File: src/rtl/mult_ctrl.sv
`default_nettype none
// +-----------------------------------------------------------------------------+
// | mult_ctrl : start/done sequencer for a shift-add multiplier (load, test,    |
// |             add, shift, WIDTH iterations). Option: MULT_CTRL_DONE_HOLD_EN   |
// | Revision  : 1.0                                                             |
// +-----------------------------------------------------------------------------+
module mult_ctrl #(
  parameter  int WIDTH = 4,
  localparam int CW    = (WIDTH > 1) ? $clog2(WIDTH) : 1
) (
  input  logic          clk,
  input  logic          clr,
  input  logic          start,
  input  logic          ack,
  input  logic          q0,
  output logic          lda,
  output logic          clrp,
  output logic          ldp,
  output logic          shp,
  output logic          busy,
  output logic          done,
  output logic [CW-1:0] cnt
);

  typedef enum logic [2:0] {
    IDLE  = 3'd0,
    LOAD  = 3'd1,
    TEST  = 3'd2,
    ADD   = 3'd3,
    SHIFT = 3'd4,
    DONE  = 3'd5
  } state_t;

  localparam logic [CW-1:0] C_LAST = CW'(WIDTH - 1);

  state_t        state_q, state_d;
  logic [CW-1:0] cnt_q, cnt_d;

  always_ff @(posedge clk or posedge clr) begin
    if (clr) begin
      state_q <= IDLE;
      cnt_q   <= '0;
    end else begin
      state_q <= state_d;
      cnt_q   <= cnt_d;
    end
  end

  // Strobes decode from state_q only, so clr clears them without waiting for clk.
  always_comb begin
    state_d = state_q;
    cnt_d   = cnt_q;
    lda     = 1'b0;
    clrp    = 1'b0;
    ldp     = 1'b0;
    shp     = 1'b0;
    busy    = 1'b1;
    done    = 1'b0;
    case (state_q)
      IDLE: begin
        busy = 1'b0;
        if (start) begin
          state_d = LOAD;
          cnt_d   = '0;
        end
      end
      LOAD: begin
        lda     = 1'b1;
        clrp    = 1'b1;
        state_d = TEST;
      end
      TEST: begin
        state_d = q0 ? ADD : SHIFT;
      end
      ADD: begin
        ldp     = 1'b1;
        state_d = SHIFT;
      end
      SHIFT: begin
        shp = 1'b1;
        if (cnt_q == C_LAST) begin
          state_d = DONE;
        end else begin
          cnt_d   = cnt_q + 1'b1;
          state_d = TEST;
        end
      end
      DONE: begin
        done = 1'b1;
`ifdef MULT_CTRL_DONE_HOLD_EN
        if (ack) begin
          state_d = IDLE;
          cnt_d   = '0;
        end
`else
        state_d = IDLE;
        cnt_d   = '0;
`endif
      end
      default: begin
        busy    = 1'b0;
        state_d = IDLE;
        cnt_d   = '0;
      end
    endcase
  end

`ifndef MULT_CTRL_DONE_HOLD_EN
  logic unused_ack;
  assign unused_ack = ack;
`endif

  assign cnt = cnt_q;

endmodule
`default_nettype wire

File: config.mk
export PLATFORM = sky130hd
export DESIGN_NAME = mult_ctrl
export DESIGN_NICKNAME = d
export VERILOG_FILES = /design/src/rtl/mult_ctrl.sv
export SDC_FILE = /design/constraint.sdc
export NUM_CORES = 1
export LEC_CHECK = 0
export ABC_CLOCK_PERIOD_IN_PS = 2900
export BUFFER_PORTS_ARGS = -buffer_cell sky130_fd_sc_hd__buf_2
export CORE_AREA = 10 10 47 49
export DETAILED_ROUTE_END_ITERATION = 6
export DIE_AREA = 0 0 57 59
export PLACE_DENSITY = 0.57
export SYNTH_ARGS = -nofsm -noshare
export SYNTH_HDL_FRONTEND = slang
export SYNTH_SLANG_ARGS = --single-unit
File: constraint.sdc
create_clock -name clk -period 2.9 [get_ports clk]
set_clock_uncertainty 0.05 [all_clocks]
set_input_delay 0.145 -clock clk [delete_from_list [all_inputs] [get_ports clk]]
set_output_delay 0.145 -clock clk [all_outputs]
set_load 0.01 [all_outputs]
# Word-level counts from Yosys, hierarchy flattened
# Cells that the tools add are included.
[totals]
out_inout_bits = 8
ff_bits = 5
input_bits = 5
[classes]
reduce_logical = 4
n_bitwise = 1
eq_ne = 8
addsub = 1
muxes = 12
[op_table]
columns = ["cell", "count"]
rows = [
  ["3-bit case mux with 5 select lines", 1],
  ["3-bit two-way mux", 3],
  ["3-bit by 2-bit equality test with 1-bit output (second input constant)", 2],
  ["3-bit equality test (second input constant)", 2],
  ["2-bit case mux with 3 select lines", 1],
  ["1-bit two-way mux", 5],
  ["5-bit OR reduction", 1],
  ["2-bit two-way mux", 2],
  ["2-bit inequality test (second input constant)", 2],
  ["3-bit by 1-bit equality test with 1-bit output (second input constant)", 1],
  ["3-bit zero test", 1],
  ["3-bit AND reduction", 1],
  ["3-bit OR reduction", 1],
  ["2-bit by 1-bit adder with 2-bit output (second input constant)", 1],
  ["2-bit equality test (second input constant)", 1],
  ["1-bit NOT", 1],
]

# Logic depth before layout (Yosys ltp)
# Gate-level depths: netlist of run 1.
[logic_depth]
word_depth = 4
mapped_depth = 4
ltp_nobuf = 4

# Worst setup path after synthesis of run 1
# OpenSTA, ideal clock, no wires.
[synth_timing]
path_kind = "register -> register"
startpoint = "reg cnt_q[0] (netlist: cnt[0])"
endpoint = "reg state_q[1]"
period_less_slack_ns = 1.239
n_path_buf = 0
path_stages_with_launch = 4
slack_ns = 1.661
arrival_ns = 1.062
setup_time_ns = 0.126
path_cell_list = "dfrtp_1 -> ha_1 -> nor2_1 -> a311o_1"
[synth_via]
elab_chain_cells = 3
[synth_lines]
columns = ["item", "line", "rtl"]
rows = [
  ["start, declared", "37", "logic [CW-1:0] cnt_q, cnt_d;"],
  ["start signal, assigned", "45", "cnt_q <= cnt_d;"],
  ["2-bit equality test", "81", "if (cnt_q == C_LAST) begin"],
  ["3-bit two-way mux", "81", ""],
  ["3-bit case mux with 5 select lines", "59", "case (state_q)"],
  ["end signal, assigned", "44", "state_q <= state_d;"],
  ["end, declared", "36", "state_t state_q, state_d;"],
]
# Every way passes these cells.
# A chain may end at the register's enable or synchronous reset.

# Worst setup path in the final report of run 1
[layout_timing]
startpoint = "reg state_q[2]"
endpoint = "out ldp"
[layout_via]
elab_chain_cells = 2
[layout_lines]
columns = ["item", "line", "rtl"]
rows = [
  ["3-bit by 2-bit equality test with 1-bit output", "59", ""],
  ["1-bit two-way mux", "59", ""],
  ["end, declared", "18", "output logic ldp,"],
]
# Every way passes these cells.

==> impl_metrics.xml, run 1 <==
<?xml version="1.0" encoding="UTF-8"?>
<metrics>
  <group name="run_status">
    <metric name="outcome" unit="">completed</metric>
  </group>
  <group name="finish">
    <metric name="final_layout_size_suffix_gt1_share" unit="%">35.29</metric>
    <metric name="final_common_cell" unit="">sky130_fd_sc_hd__buf_2</metric>
    <metric name="finish.net_count" unit="">58</metric>
    <metric name="layout_common_cells" unit="">sky130_fd_sc_hd__buf_2, sky130_fd_sc_hd__inv_1, sky130_fd_sc_hd__dfrtp_1</metric>
    <metric name="final_cell_count_no_fill" unit="">67</metric>
    <metric name="sequential_cell_area" unit="µm²">125.1</metric>
    <metric name="final.fill_count" unit="">157</metric>
    <metric name="multiInputGateArea" unit="µm²">172.7</metric>
    <metric name="antenna_cells" unit="">0</metric>
    <metric name="post_synthesis_to_final_layout_area_growth" unit="%">21.91</metric>
    <metric name="stdcell_area" unit="µm²">431.7</metric>
  </group>
  <group name="logic_synthesis">
    <metric name="synth_unique_cells" unit="">25</metric>
    <metric name="synthFlopType" unit="">sky130_fd_sc_hd__dfrtp_1</metric>
    <metric name="synth-seq-area-share" unit="%">35.34</metric>
    <metric name="synth_edf_count" unit="">0</metric>
    <metric name="yosys.area.top_type" unit="">sky130_fd_sc_hd__dfrtp_1</metric>
    <metric name="dominant_combinational_cell_family_by_area_after_synthesis" unit="">compound AO/OA/AOI/OAI gates</metric>
    <metric name="syn_avg_cell_area" unit="µm²">9.079</metric>
    <metric name="synth-xor-area-share" unit="%">2.473</metric>
    <metric name="yosys-top-cells-area" unit="">sky130_fd_sc_hd__dfrtp_1, sky130_fd_sc_hd__buf_4, sky130_fd_sc_hd__inv_1</metric>
    <metric name="synth_fp_nets" unit="">45</metric>
    <metric name="async_flop_share" unit="%">100.0</metric>
    <metric name="synth_compound_area_share" unit="%">20.85</metric>
    <metric name="yosysTopAreaCellShare" unit="%">35.34</metric>
    <metric name="yosys.area_share.simple" unit="%">19.08</metric>
    <metric name="postSynthCellCount" unit="">39</metric>
    <metric name="fraction_of_the_mapped_netlist_area_in_adder_cells" unit="%">3.534</metric>
    <metric name="ys_ff_latch" unit="">5</metric>
    <metric name="synth.mux.area_fraction" unit="%">2.827</metric>
    <metric name="synth_cell_area" unit="µm²">354.1</metric>
    <metric name="warnings_synthesis" unit="">0</metric>
  </group>
  <group name="sta">
    <metric name="final.setup.worst_slack" unit="ns">1.500</metric>
    <metric name="slew_viol_final" unit="">0</metric>
    <metric name="final.min_clock_period" unit="ns">1.400</metric>
    <metric name="relSlewSlack" unit="%">76.47</metric>
    <metric name="fin_worst_hold_slack" unit="ns">0.1396</metric>
    <metric name="achievable-frequency" unit="GHz">0.7141</metric>
    <metric name="setup_viol" unit="">0</metric>
    <metric name="least_margin_pin_slew" unit="ns">0.3529</metric>
    <metric name="totalNegativeSetupSlack" unit="ns">0</metric>
    <metric name="post_route_fraction_of_the_period_consumed_by_the_critical_path" unit="%">48.29</metric>
    <metric name="rsz0062_at_grt" unit="">no</metric>
    <metric name="count_of_endpoints_failing_hold_in_the_final_timing_report" unit="">0</metric>
  </group>
  <group name="clocking">
    <metric name="number_of_sinks_driven_by_the_clock_tree" unit="">5</metric>
    <metric name="ctsHtreeMaxLevel" unit="">1</metric>
    <metric name="cts-buffers-inserted" unit="">3</metric>
    <metric name="insertion_delay_to_the_later_sink_of_the_worst_skew_pair" unit="ns">0.24</metric>
    <metric name="post-cts-setup-buffer-count" unit="">0</metric>
    <metric name="root_buffer" unit="">sky130_fd_sc_hd__clkbuf_4</metric>
    <metric name="tritoncts" unit="">built</metric>
    <metric name="clockBufferDepth" unit="">2</metric>
    <metric name="worst_setup_hold_path_clk_slew" unit="ns">0.04</metric>
    <metric name="cts_resized" unit="">0</metric>
  </group>
  <group name="grt">
    <metric name="maximum_number_of_pins_on_one_net_before_global_route_repair" unit="">13</metric>
    <metric name="overall_fraction_of_global_route_tracks_in_use" unit="%">4.896</metric>
    <metric name="antenna_found_initial" unit="">0</metric>
    <metric name="global_route_wire_length_before_repair" unit="µm">1311</metric>
    <metric name="first_global_vias" unit="">302</metric>
    <metric name="globalRouteOverflowTotal" unit="">0</metric>
  </group>
  <group name="power_and_ir_drop">
    <metric name="leakage" unit="µW">0.0002339</metric>
    <metric name="vdd_drop_max" unit="mV">0.4032</metric>
    <metric name="powerDensity" unit="mW/mm²">1045</metric>
  </group>
  <group name="worst_setup_path">
    <metric name="worst_path_cell_trace" unit="">nand2b_1 &gt; nor2_1 &gt; buf_2</metric>
    <metric name="cp.required" unit="ns">2.71</metric>
    <metric name="cp_num_buf_inv" unit="">1</metric>
    <metric name="timing.critical_path.fanout_max" unit="">12</metric>
    <metric name="cpLargestDelayFamily" unit="">flip-flops</metric>
    <metric name="r2r_setup_slack" unit="ns">1.64</metric>
    <metric name="worstPathArrival" unit="ns">1.21</metric>
    <metric name="worstSetupStartpointType" unit="">flip-flop</metric>
    <metric name="slowest_stage" unit="">sky130_fd_sc_hd__dfrtp_1</metric>
    <metric name="max_stage_delay" unit="ns">0.49</metric>
    <metric name="path_class" unit="">flip-flop to output pin</metric>
    <metric name="crit_path_end_kind" unit="">output pin</metric>
  </group>
  <group name="routing">
    <metric name="post_drt_wl_per_cell" unit="µm">10.84</metric>
    <metric name="routed_via_density" unit="">4.507</metric>
    <metric name="antenna_left" unit="">0</metric>
    <metric name="wirelength" unit="µm">726</metric>
    <metric name="remaining_drc_errors" unit="">0</metric>
    <metric name="drtPass1Iterations" unit="">4</metric>
    <metric name="vias" unit="">302</metric>
    <metric name="drt_first_iter_violations" unit="">7</metric>
  </group>
  <group name="placement">
    <metric name="finalWeightedCongestion" unit="">0.6963</metric>
    <metric name="number_of_placed_cells_counting_well_taps" unit="">62</metric>
    <metric name="place_ws" unit="ns">1.630</metric>
    <metric name="dpl-instance-area" unit="µm²">395.4</metric>
    <metric name="io_buffers" unit="">11</metric>
  </group>
  <group name="floorplanning">
    <metric name="floorplan.rows" unit="">14</metric>
    <metric name="floorplan.die.height" unit="µm">59</metric>
    <metric name="floorplan.die.width" unit="µm">57</metric>
    <metric name="core" unit="mm²">0.001401</metric>
    <metric name="io_pins" unit="">13</metric>
    <metric name="die_area" unit="mm²">0.003363</metric>
    <metric name="start_util" unit="%">25.27</metric>
  </group>
  <group name="hold_path">
    <metric name="hold_path.class" unit="">input pin to flip-flop</metric>
  </group>
  <group name="job">
    <metric name="maxCapViolations" unit="">0</metric>
  </group>
</metrics>
final cells by class:
class | instances | area share [%]
sequential | 5 | 28.99
tap | 16 | 4.638
clock buffer | 4 | 6.087
multi-input combinational | 24 | 40.00
inverter | 6 | 5.217
timing repair buffer | 12 | 15.07
flip-flops by register name (all words and copies together) (netlist names):
name and count:
cnt 2, state_q 3
worst min-delay path, stage by stage:
cell and delay (ns):
sky130_fd_sc_hd__buf_2 0.10, sky130_fd_sc_hd__nand2b_1 0.07, sky130_fd_sc_hd__a211oi_2 0.07
routing by layer:
layer	global-route usage, %	part of all wire, %	wire, µm
met5	0	0	0
met1	5.383	44	320
met2	7.442	48	349
met3	3.648	7.7	56
met4	1.007	0	0
stage by stage:
| step | util, % | total power [µW] |
|---|---|---|
| floorplan | - | 338.0 |
| global placement | 28.21 | 376.0 |
| detailed placement | 28.21 | 379.6 |
| CTS | 30.80 | 464.1 |
| global route | 30.80 | 504.2 |
| finish | 30.80 | 451.2 |
where the power goes:
group	switching [µW]	leakage, µW	internal (µW)
combinational	104	0.000154	101
clock	27.7	0.0000150	52.0
sequential	64.9	0.0000654	101
total	197	0.000234	254
cells in the mapped netlist, types with 2 or more instances:
| cell | number |
|---|---|
| sky130_fd_sc_hd__buf_4 | 3 |
| sky130_fd_sc_hd__inv_1 | 5 |
| sky130_fd_sc_hd__dfrtp_1 | 5 |
| sky130_fd_sc_hd__nor2_1 | 3 |
| sky130_fd_sc_hd__nor2b_1 | 2 |
| sky130_fd_sc_hd__nand2b_1 | 2 |
cells by family after synthesis:
logic type      Yosys count
xor+xnor                  1
mux                       1
buf+inv                  10
simple gates             12
flops                     5
compound gates            9
fa+ha+maj                 1
path summary, 6_finish.rpt:
kind	endpoint	startpoint	depth (start not counted)
min reg2reg	cnt[1]	cnt[1]	2
max reg2reg	state_q[0]	cnt[0]	4
min	state_q[0]	q0	3
max in group asynchronous	cnt[1]	clr	3
min in group asynchronous	state_q[0]	clr	3
max	ldp	state_q[2]	3
what timing repair did:
item                       in CTS  in global routing
hold endpoints to repair        5                  0
hold buffers                    1                  0
setup endpoints to repair       0                  0
Note: power is estimated with default switching activity, not from simulation.
==> run 2: changes to the inputs <==
--- a/config.mk
+++ b/config.mk
@@ -5,7 +5,7 @@
 export SDC_FILE = /design/constraint.sdc
 export NUM_CORES = 1
 export LEC_CHECK = 0
-export ABC_CLOCK_PERIOD_IN_PS = 2900
+export ABC_CLOCK_PERIOD_IN_PS = 1400
 export BUFFER_PORTS_ARGS = -buffer_cell sky130_fd_sc_hd__buf_2
 export CORE_AREA = 10 10 47 49
 export DETAILED_ROUTE_END_ITERATION = 6
==> constraint.sdc (replaced) <==
create_clock -name clk -period 1.4 [get_ports clk]
set_clock_uncertainty 0.05 [all_clocks]
set_input_delay 0.07 -clock clk [delete_from_list [all_inputs] [get_ports clk]]
set_output_delay 0.07 -clock clk [all_outputs]
set_load 0.01 [all_outputs]
==> impl_metrics.xml, run 2 (synthesis results as in run 1) <==
<?xml version="1.0" encoding="UTF-8"?>
<metrics>
  <group name="worst_setup_path">
    <metric name="r2r_setup_slack" unit="ns">0.14</metric>
    <metric name="worstPathArrival" unit="ns">1.15</metric>
    <metric name="worstSetupStartpointType" unit="">flip-flop</metric>
    <metric name="slowest_stage" unit="">sky130_fd_sc_hd__dfrtp_2</metric>
    <metric name="crit_path_end_kind" unit="">output pin</metric>
    <metric name="end_of_the_worst_register_to_register_path" unit="">state_q[1]</metric>
    <metric name="path_class" unit="">flip-flop to output pin</metric>
    <metric name="cp.required" unit="ns">1.28</metric>
    <metric name="worst_path_cell_trace" unit="">nor2_1 &gt; nand2_1 &gt; inv_1 &gt; buf_2</metric>
    <metric name="timing.critical_path.fanout_max" unit="">9</metric>
    <metric name="max_stage_delay" unit="ns">0.46</metric>
    <metric name="reg2reg_depth" unit="">3</metric>
    <metric name="timing.rr.start" unit="">cnt[0]</metric>
  </group>
  <group name="power_and_ir_drop">
    <metric name="powerDensity" unit="mW/mm²">2196</metric>
    <metric name="vdd_drop_max" unit="mV">0.9364</metric>
    <metric name="total_power" unit="µW">970.0</metric>
    <metric name="leakage" unit="µW">0.0002367</metric>
  </group>
  <group name="placement">
    <metric name="dpl.hpwl" unit="µm">575.2</metric>
    <metric name="dpl-instance-area" unit="µm²">402.9</metric>
    <metric name="number_of_placed_cells_counting_well_taps" unit="">63</metric>
    <metric name="finalWeightedCongestion" unit="">0.7221</metric>
    <metric name="io_buffers" unit="">11</metric>
  </group>
  <group name="sta">
    <metric name="relSlewSlack" unit="%">85.24</metric>
    <metric name="setup_viol" unit="">0</metric>
    <metric name="achievable-frequency" unit="GHz">0.7865</metric>
    <metric name="totalNegativeSetupSlack" unit="ns">0</metric>
    <metric name="post_route_fraction_of_the_period_consumed_by_the_critical_path" unit="%">90.82</metric>
    <metric name="count_of_endpoints_failing_hold_in_the_final_timing_report" unit="">0</metric>
    <metric name="slew_viol_final" unit="">0</metric>
    <metric name="final.min_clock_period" unit="ns">1.272</metric>
    <metric name="least_margin_pin_slew" unit="ns">0.2208</metric>
    <metric name="rsz0062_at_grt" unit="">no</metric>
  </group>
  <group name="finish">
    <metric name="finish.net_count" unit="">59</metric>
    <metric name="sequential_cell_area" unit="µm²">127.6</metric>
    <metric name="final_cell_count_no_fill" unit="">68</metric>
    <metric name="final.fill_count" unit="">169</metric>
    <metric name="post_synthesis_to_final_layout_area_growth" unit="%">24.73</metric>
    <metric name="final_layout_size_suffix_gt1_share" unit="%">40.38</metric>
    <metric name="final_common_cell" unit="">sky130_fd_sc_hd__buf_2</metric>
    <metric name="number_of_flip_flops_under_the_largest_register_name" unit="">3</metric>
    <metric name="layout_common_cells" unit="">sky130_fd_sc_hd__buf_2, sky130_fd_sc_hd__inv_1, sky130_fd_sc_hd__nor2_1, sky130_fd_sc_hd__clkbuf_4, sky130_fd_sc_hd__dfrtp_1</metric>
    <metric name="postLayoutCoreUtil" unit="%">31.52</metric>
    <metric name="stdcell_area" unit="µm²">441.7</metric>
    <metric name="antenna_cells" unit="">0</metric>
    <metric name="multiInputGateArea" unit="µm²">172.7</metric>
    <metric name="registers.top_by_ff_count" unit="">state_q</metric>
  </group>
  <group name="hold_path">
    <metric name="worstHoldEndpoint" unit="">state_q[0]</metric>
    <metric name="worst_min_delay_path_startpoint" unit="">q0</metric>
    <metric name="worst_hold_path.num_cells" unit="">3</metric>
    <metric name="hold_path.class" unit="">input pin to flip-flop</metric>
  </group>
  <group name="routing">
    <metric name="wirelength" unit="µm">781</metric>
    <metric name="drt_first_iter_violations" unit="">4</metric>
    <metric name="routed_via_density" unit="">4.471</metric>
    <metric name="post_drt_wl_per_cell" unit="µm">11.49</metric>
    <metric name="drtPass1Iterations" unit="">2</metric>
    <metric name="antenna_left" unit="">0</metric>
    <metric name="remaining_drc_errors" unit="">0</metric>
    <metric name="vias" unit="">304</metric>
  </group>
  <group name="floorplanning">
    <metric name="core" unit="mm²">0.001401</metric>
    <metric name="floorplan.die.height" unit="µm">59</metric>
    <metric name="io_pins" unit="">13</metric>
    <metric name="floorplan.rows" unit="">14</metric>
    <metric name="floorplan.die.width" unit="µm">57</metric>
    <metric name="die_area" unit="mm²">0.003363</metric>
    <metric name="start_util" unit="%">25.27</metric>
  </group>
  <group name="grt">
    <metric name="global_route_wire_length_before_repair" unit="µm">1414</metric>
    <metric name="maximum_number_of_pins_on_one_net_before_global_route_repair" unit="">10</metric>
    <metric name="overall_fraction_of_global_route_tracks_in_use" unit="%">5.202</metric>
    <metric name="first_global_vias" unit="">341</metric>
    <metric name="antenna_found_initial" unit="">0</metric>
    <metric name="globalRouteOverflowTotal" unit="">0</metric>
  </group>
  <group name="clocking">
    <metric name="insertion_delay_to_the_later_sink_of_the_worst_skew_pair" unit="ns">0.24</metric>
    <metric name="post-cts-setup-buffer-count" unit="">0</metric>
    <metric name="number_of_sinks_driven_by_the_clock_tree" unit="">5</metric>
    <metric name="clockBufferDepth" unit="">2</metric>
    <metric name="ctsHtreeMaxLevel" unit="">1</metric>
    <metric name="cts-buffers-inserted" unit="">3</metric>
    <metric name="root_buffer" unit="">sky130_fd_sc_hd__clkbuf_4</metric>
    <metric name="tritoncts" unit="">built</metric>
    <metric name="worst_setup_hold_path_clk_slew" unit="ns">0.04</metric>
  </group>
  <group name="run_status">
    <metric name="outcome" unit="">completed</metric>
  </group>
  <group name="job">
    <metric name="maxCapViolations" unit="">0</metric>
  </group>
</metrics>
[run 2: cell types whose count changed in the layout (fill, tap and decap cells not counted), sizes merged]
cell / delta
buf: +1
[run 2: per-layer routing]
metal  share of wire (%)  track usage (%)  up-vias
met1                  43            5.030      135
met5                   0                0        -
met2                  46            8.372       10
met3                  11            4.506        0
met4                   0            1.007        0
li1                    -                -      159
[run 2: worst max-delay path by stage]
stage / startpoint / endpoint / slack, ns
floorplan: cnt[0] / state_q[1] / 0.16
global placement: cnt[0] / state_q[1] / 0.16
detailed placement: cnt[0] / state_q[1] / 0.16
CTS: state_q[0] / lda / 0.06
global route: state_q[1] / shp / 0.01
finish: state_q[1] / shp / 0.13
[run 2: metrics by stage]
step           hold WS (ns)  setup WS, ns
5_1_grt             0.08261      0.009728
3_5_place_dp       -0.07898        0.1621
2_1_floorplan       -0.2015        0.1614
6_report            0.06070        0.1285
3_3_place_gp       -0.08123        0.1593
4_1_cts             0.05666       0.06081
[run 2: area by class of cell]
class                      instances  share of cell area [%]
timing repair buffer              13                   16.43
multi-input combinational         24                   39.09
clock buffer                       4                   5.949
tap                               16                   4.533
inverter                           6                   5.099
sequential                         5                   28.90
[run 2: report_power, final]
| group | internal [µW] | leakage [µW] | switching, µW |
|---|---|---|---|
| logic | 225 | 0.000159 | 245 |
| registers | 215 | 0.0000629 | 118 |
| clock network | 108 | 0.0000150 | 59.2 |
| total | 548 | 0.000237 | 422 |
[run 2: what timing repair did]
action                                  CTS  global route
endpoints found under the setup margin    0             3
hold buffers                              1             0
resized for setup                         0             2
hold endpoints to repair                  5             0
[run 2: critical path: cells and delay by family, from the launching register on]
| kind | cells | cell delay [ns] |
|---|---|---|
| buffers and inverters | 2 | 0.18 |
| AND/OR/NAND/NOR | 2 | 0.27 |
| flip-flops | 1 | 0.46 |
==> run 3: changes to the inputs <==
--- a/config.mk
+++ b/config.mk
@@ -7,9 +7,11 @@
 export LEC_CHECK = 0
 export ABC_CLOCK_PERIOD_IN_PS = 1400
 export BUFFER_PORTS_ARGS = -buffer_cell sky130_fd_sc_hd__buf_2
+export CAP_MARGIN = 0
 export CORE_AREA = 10 10 47 49
 export DETAILED_ROUTE_END_ITERATION = 6
 export DIE_AREA = 0 0 57 59
+export GPL_TIMING_DRIVEN = 0
 export PLACE_DENSITY = 0.57
 export SYNTH_ARGS = -nofsm -noshare
 export SYNTH_HDL_FRONTEND = slang
==> impl_metrics.xml, run 3 (synthesis results as in run 1) <==
<?xml version="1.0" encoding="UTF-8"?>
<metrics>
  <group name="finish">
    <metric name="registers.top_by_ff_count" unit="">state_q</metric>
    <metric name="finish.net_count" unit="">63</metric>
    <metric name="final_common_cell" unit="">sky130_fd_sc_hd__buf_2</metric>
    <metric name="final_cell_count_no_fill" unit="">72</metric>
    <metric name="post_synthesis_to_final_layout_area_growth" unit="%">36.40</metric>
    <metric name="final_layout_size_suffix_gt1_share" unit="%">41.07</metric>
    <metric name="layout_common_cells" unit="">sky130_fd_sc_hd__buf_2, sky130_fd_sc_hd__inv_1, sky130_fd_sc_hd__dfrtp_1</metric>
    <metric name="number_of_flip_flops_under_the_largest_register_name" unit="">3</metric>
    <metric name="antenna_cells" unit="">0</metric>
  </group>
  <group name="run_status">
    <metric name="outcome" unit="">completed</metric>
  </group>
  <group name="worst_setup_path">
    <metric name="timing.rr.start" unit="">cnt[0]</metric>
    <metric name="critical_path.startpoint" unit="">state_q[1]</metric>
    <metric name="path_class" unit="">flip-flop to output pin</metric>
    <metric name="worstSetupStartpointType" unit="">flip-flop</metric>
    <metric name="cp.required" unit="ns">1.28</metric>
    <metric name="worstPathArrival" unit="ns">1.20</metric>
    <metric name="timing.critical_path.fanout_max" unit="">9</metric>
    <metric name="crit_path_end_kind" unit="">output pin</metric>
  </group>
  <group name="floorplanning">
    <metric name="io_pins" unit="">13</metric>
    <metric name="floorplan.die.width" unit="µm">57</metric>
    <metric name="start_util" unit="%">25.27</metric>
    <metric name="floorplan.rows" unit="">14</metric>
    <metric name="core" unit="mm²">0.001401</metric>
    <metric name="floorplan.die.height" unit="µm">59</metric>
    <metric name="die_area" unit="mm²">0.003363</metric>
  </group>
  <group name="grt">
    <metric name="globalRouteOverflowTotal" unit="">0</metric>
    <metric name="antenna_found_initial" unit="">0</metric>
    <metric name="first_global_vias" unit="">327</metric>
    <metric name="maximum_number_of_pins_on_one_net_before_global_route_repair" unit="">11</metric>
    <metric name="global_route_wire_length_before_repair" unit="µm">1462</metric>
    <metric name="overall_fraction_of_global_route_tracks_in_use" unit="%">5.375</metric>
  </group>
  <group name="routing">
    <metric name="vias" unit="">325</metric>
    <metric name="drt_first_iter_violations" unit="">3</metric>
    <metric name="routed_via_density" unit="">4.514</metric>
    <metric name="drtPass1Iterations" unit="">2</metric>
    <metric name="post_drt_wl_per_cell" unit="µm">11.92</metric>
    <metric name="remaining_drc_errors" unit="">0</metric>
    <metric name="wirelength" unit="µm">858</metric>
    <metric name="antenna_left" unit="">0</metric>
  </group>
  <group name="power_and_ir_drop">
    <metric name="comb_power_share" unit="%">60.7</metric>
    <metric name="powerDensity" unit="mW/mm²">2267</metric>
    <metric name="pwr-share-seq" unit="%">24.0</metric>
    <metric name="power.switching_fraction" unit="%">42.31</metric>
    <metric name="total_switching_power" unit="µW">463.2</metric>
    <metric name="vdd_drop_max" unit="mV">0.8491</metric>
    <metric name="leakage" unit="µW">0.0002608</metric>
    <metric name="clock_power_share" unit="%">15.3</metric>
    <metric name="p_int" unit="µW">631.7</metric>
  </group>
  <group name="clocking">
    <metric name="worst_setup_hold_path_clk_slew" unit="ns">0.04</metric>
    <metric name="ctsHtreeMaxLevel" unit="">1</metric>
    <metric name="number_of_sinks_driven_by_the_clock_tree" unit="">5</metric>
    <metric name="tritoncts" unit="">built</metric>
    <metric name="root_buffer" unit="">sky130_fd_sc_hd__clkbuf_4</metric>
    <metric name="clockBufferDepth" unit="">2</metric>
    <metric name="cts-buffers-inserted" unit="">3</metric>
    <metric name="insertion_delay_to_the_later_sink_of_the_worst_skew_pair" unit="ns">0.24</metric>
  </group>
  <group name="hold_path">
    <metric name="worst_min_delay_path_startpoint" unit="">q0</metric>
    <metric name="hold_path.class" unit="">input pin to flip-flop</metric>
  </group>
  <group name="sta">
    <metric name="relSlewSlack" unit="%">85.15</metric>
    <metric name="least_margin_pin_slew" unit="ns">0.2221</metric>
    <metric name="achievable-frequency" unit="GHz">0.7603</metric>
    <metric name="slew_viol_final" unit="">0</metric>
    <metric name="count_of_endpoints_failing_hold_in_the_final_timing_report" unit="">0</metric>
    <metric name="final.min_clock_period" unit="ns">1.315</metric>
    <metric name="totalNegativeSetupSlack" unit="ns">0</metric>
    <metric name="post_route_fraction_of_the_period_consumed_by_the_critical_path" unit="%">93.95</metric>
    <metric name="rsz0062_at_grt" unit="">no</metric>
    <metric name="setup_viol" unit="">0</metric>
  </group>
  <group name="placement">
    <metric name="number_of_placed_cells_counting_well_taps" unit="">66</metric>
    <metric name="dpl.hpwl" unit="µm">587</metric>
    <metric name="finalWeightedCongestion" unit="">0.6889</metric>
    <metric name="io_buffers" unit="">11</metric>
  </group>
  <group name="job">
    <metric name="maxCapViolations" unit="">0</metric>
  </group>
</metrics>
run 3: cell count changes in the layout (fill, tap and decap cells not counted), sizes merged:
cell,delta
buf,+4
run 3: timing repair:
item | in CTS | in global routing
endpoints found under the hold margin | 5 | 0
setup buffers | 0 | 2
hold buffers | 1 | 0
pin swaps | 0 | 1
setup endpoints to repair | 1 | 1
resized for setup | 1 | 1
run 3: final cells by class:
cell class	instances	area, µm²
inverters	6	22.52
plain buffers	3	30.03
fillers	159	918.4
multi-input cells	24	178.9
repair buffers	14	80.08
clock buffers	4	26.28
well taps	16	20.02
flip-flops and latches	5	125.1
run 3: path summary, 6_finish.rpt:
path                            slack, ns  cells past startpoint    endpoint
min in group asynchronous            0.21                      3  state_q[1]
max in group asynchronous            0.92                      3  state_q[2]
worst max register to register       0.14                      3  state_q[1]
worst min register to register       0.53                      2  state_q[2]
worst max-delay path                 0.08                      5         shp
worst min-delay path                 0.06                      3  state_q[0]
run 3: routing by layer:
layer / track usage (%) / routed length, µm / up-vias
li1: - / - / 164
met1: 6.108 / 391 / 151
met5: 0 / 0 / -
met2: 7.907 / 394 / 10
met4: 1.007 / 0 / 0
met3: 4.077 / 73 / 0
run 3: per-stage QoR:
step           utilization, %  setup WS (ns)  hold slack (ns)  area [µm²]  power [µW]
2_1_floorplan               -         0.1614          -0.2015       354.1       700.2
3_3_place_gp            30.63         0.1535         -0.08202       429.2       864.2
3_5_place_dp            30.63         0.1565         -0.07549       429.2       870.1
4_1_cts                 33.66        0.04360          0.05505       471.7        1073
5_1_grt                 34.46       0.005458          0.06399       483.0        1206
6_report                34.46        0.08467          0.05992       483.0        1095
run 3: critical path: stages (launching register included):
cell	delay [ns]
sky130_fd_sc_hd__dfrtp_1	0.35
sky130_fd_sc_hd__buf_4	0.17
sky130_fd_sc_hd__nor2_1	0.14
sky130_fd_sc_hd__nand2_1	0.11
sky130_fd_sc_hd__inv_1	0.06
sky130_fd_sc_hd__buf_2	0.12
run 3: power groups by stage:
stage / combinational, µW / clock, µW / sequential, µW
after floorplan: 437 / 0 / 263
after global placement: 607 / 0 / 257
after detailed placement: 615 / 0 / 255
after CTS: 639 / 174 / 260
after global routing: 746 / 188 / 272
final: 665 / 167 / 263
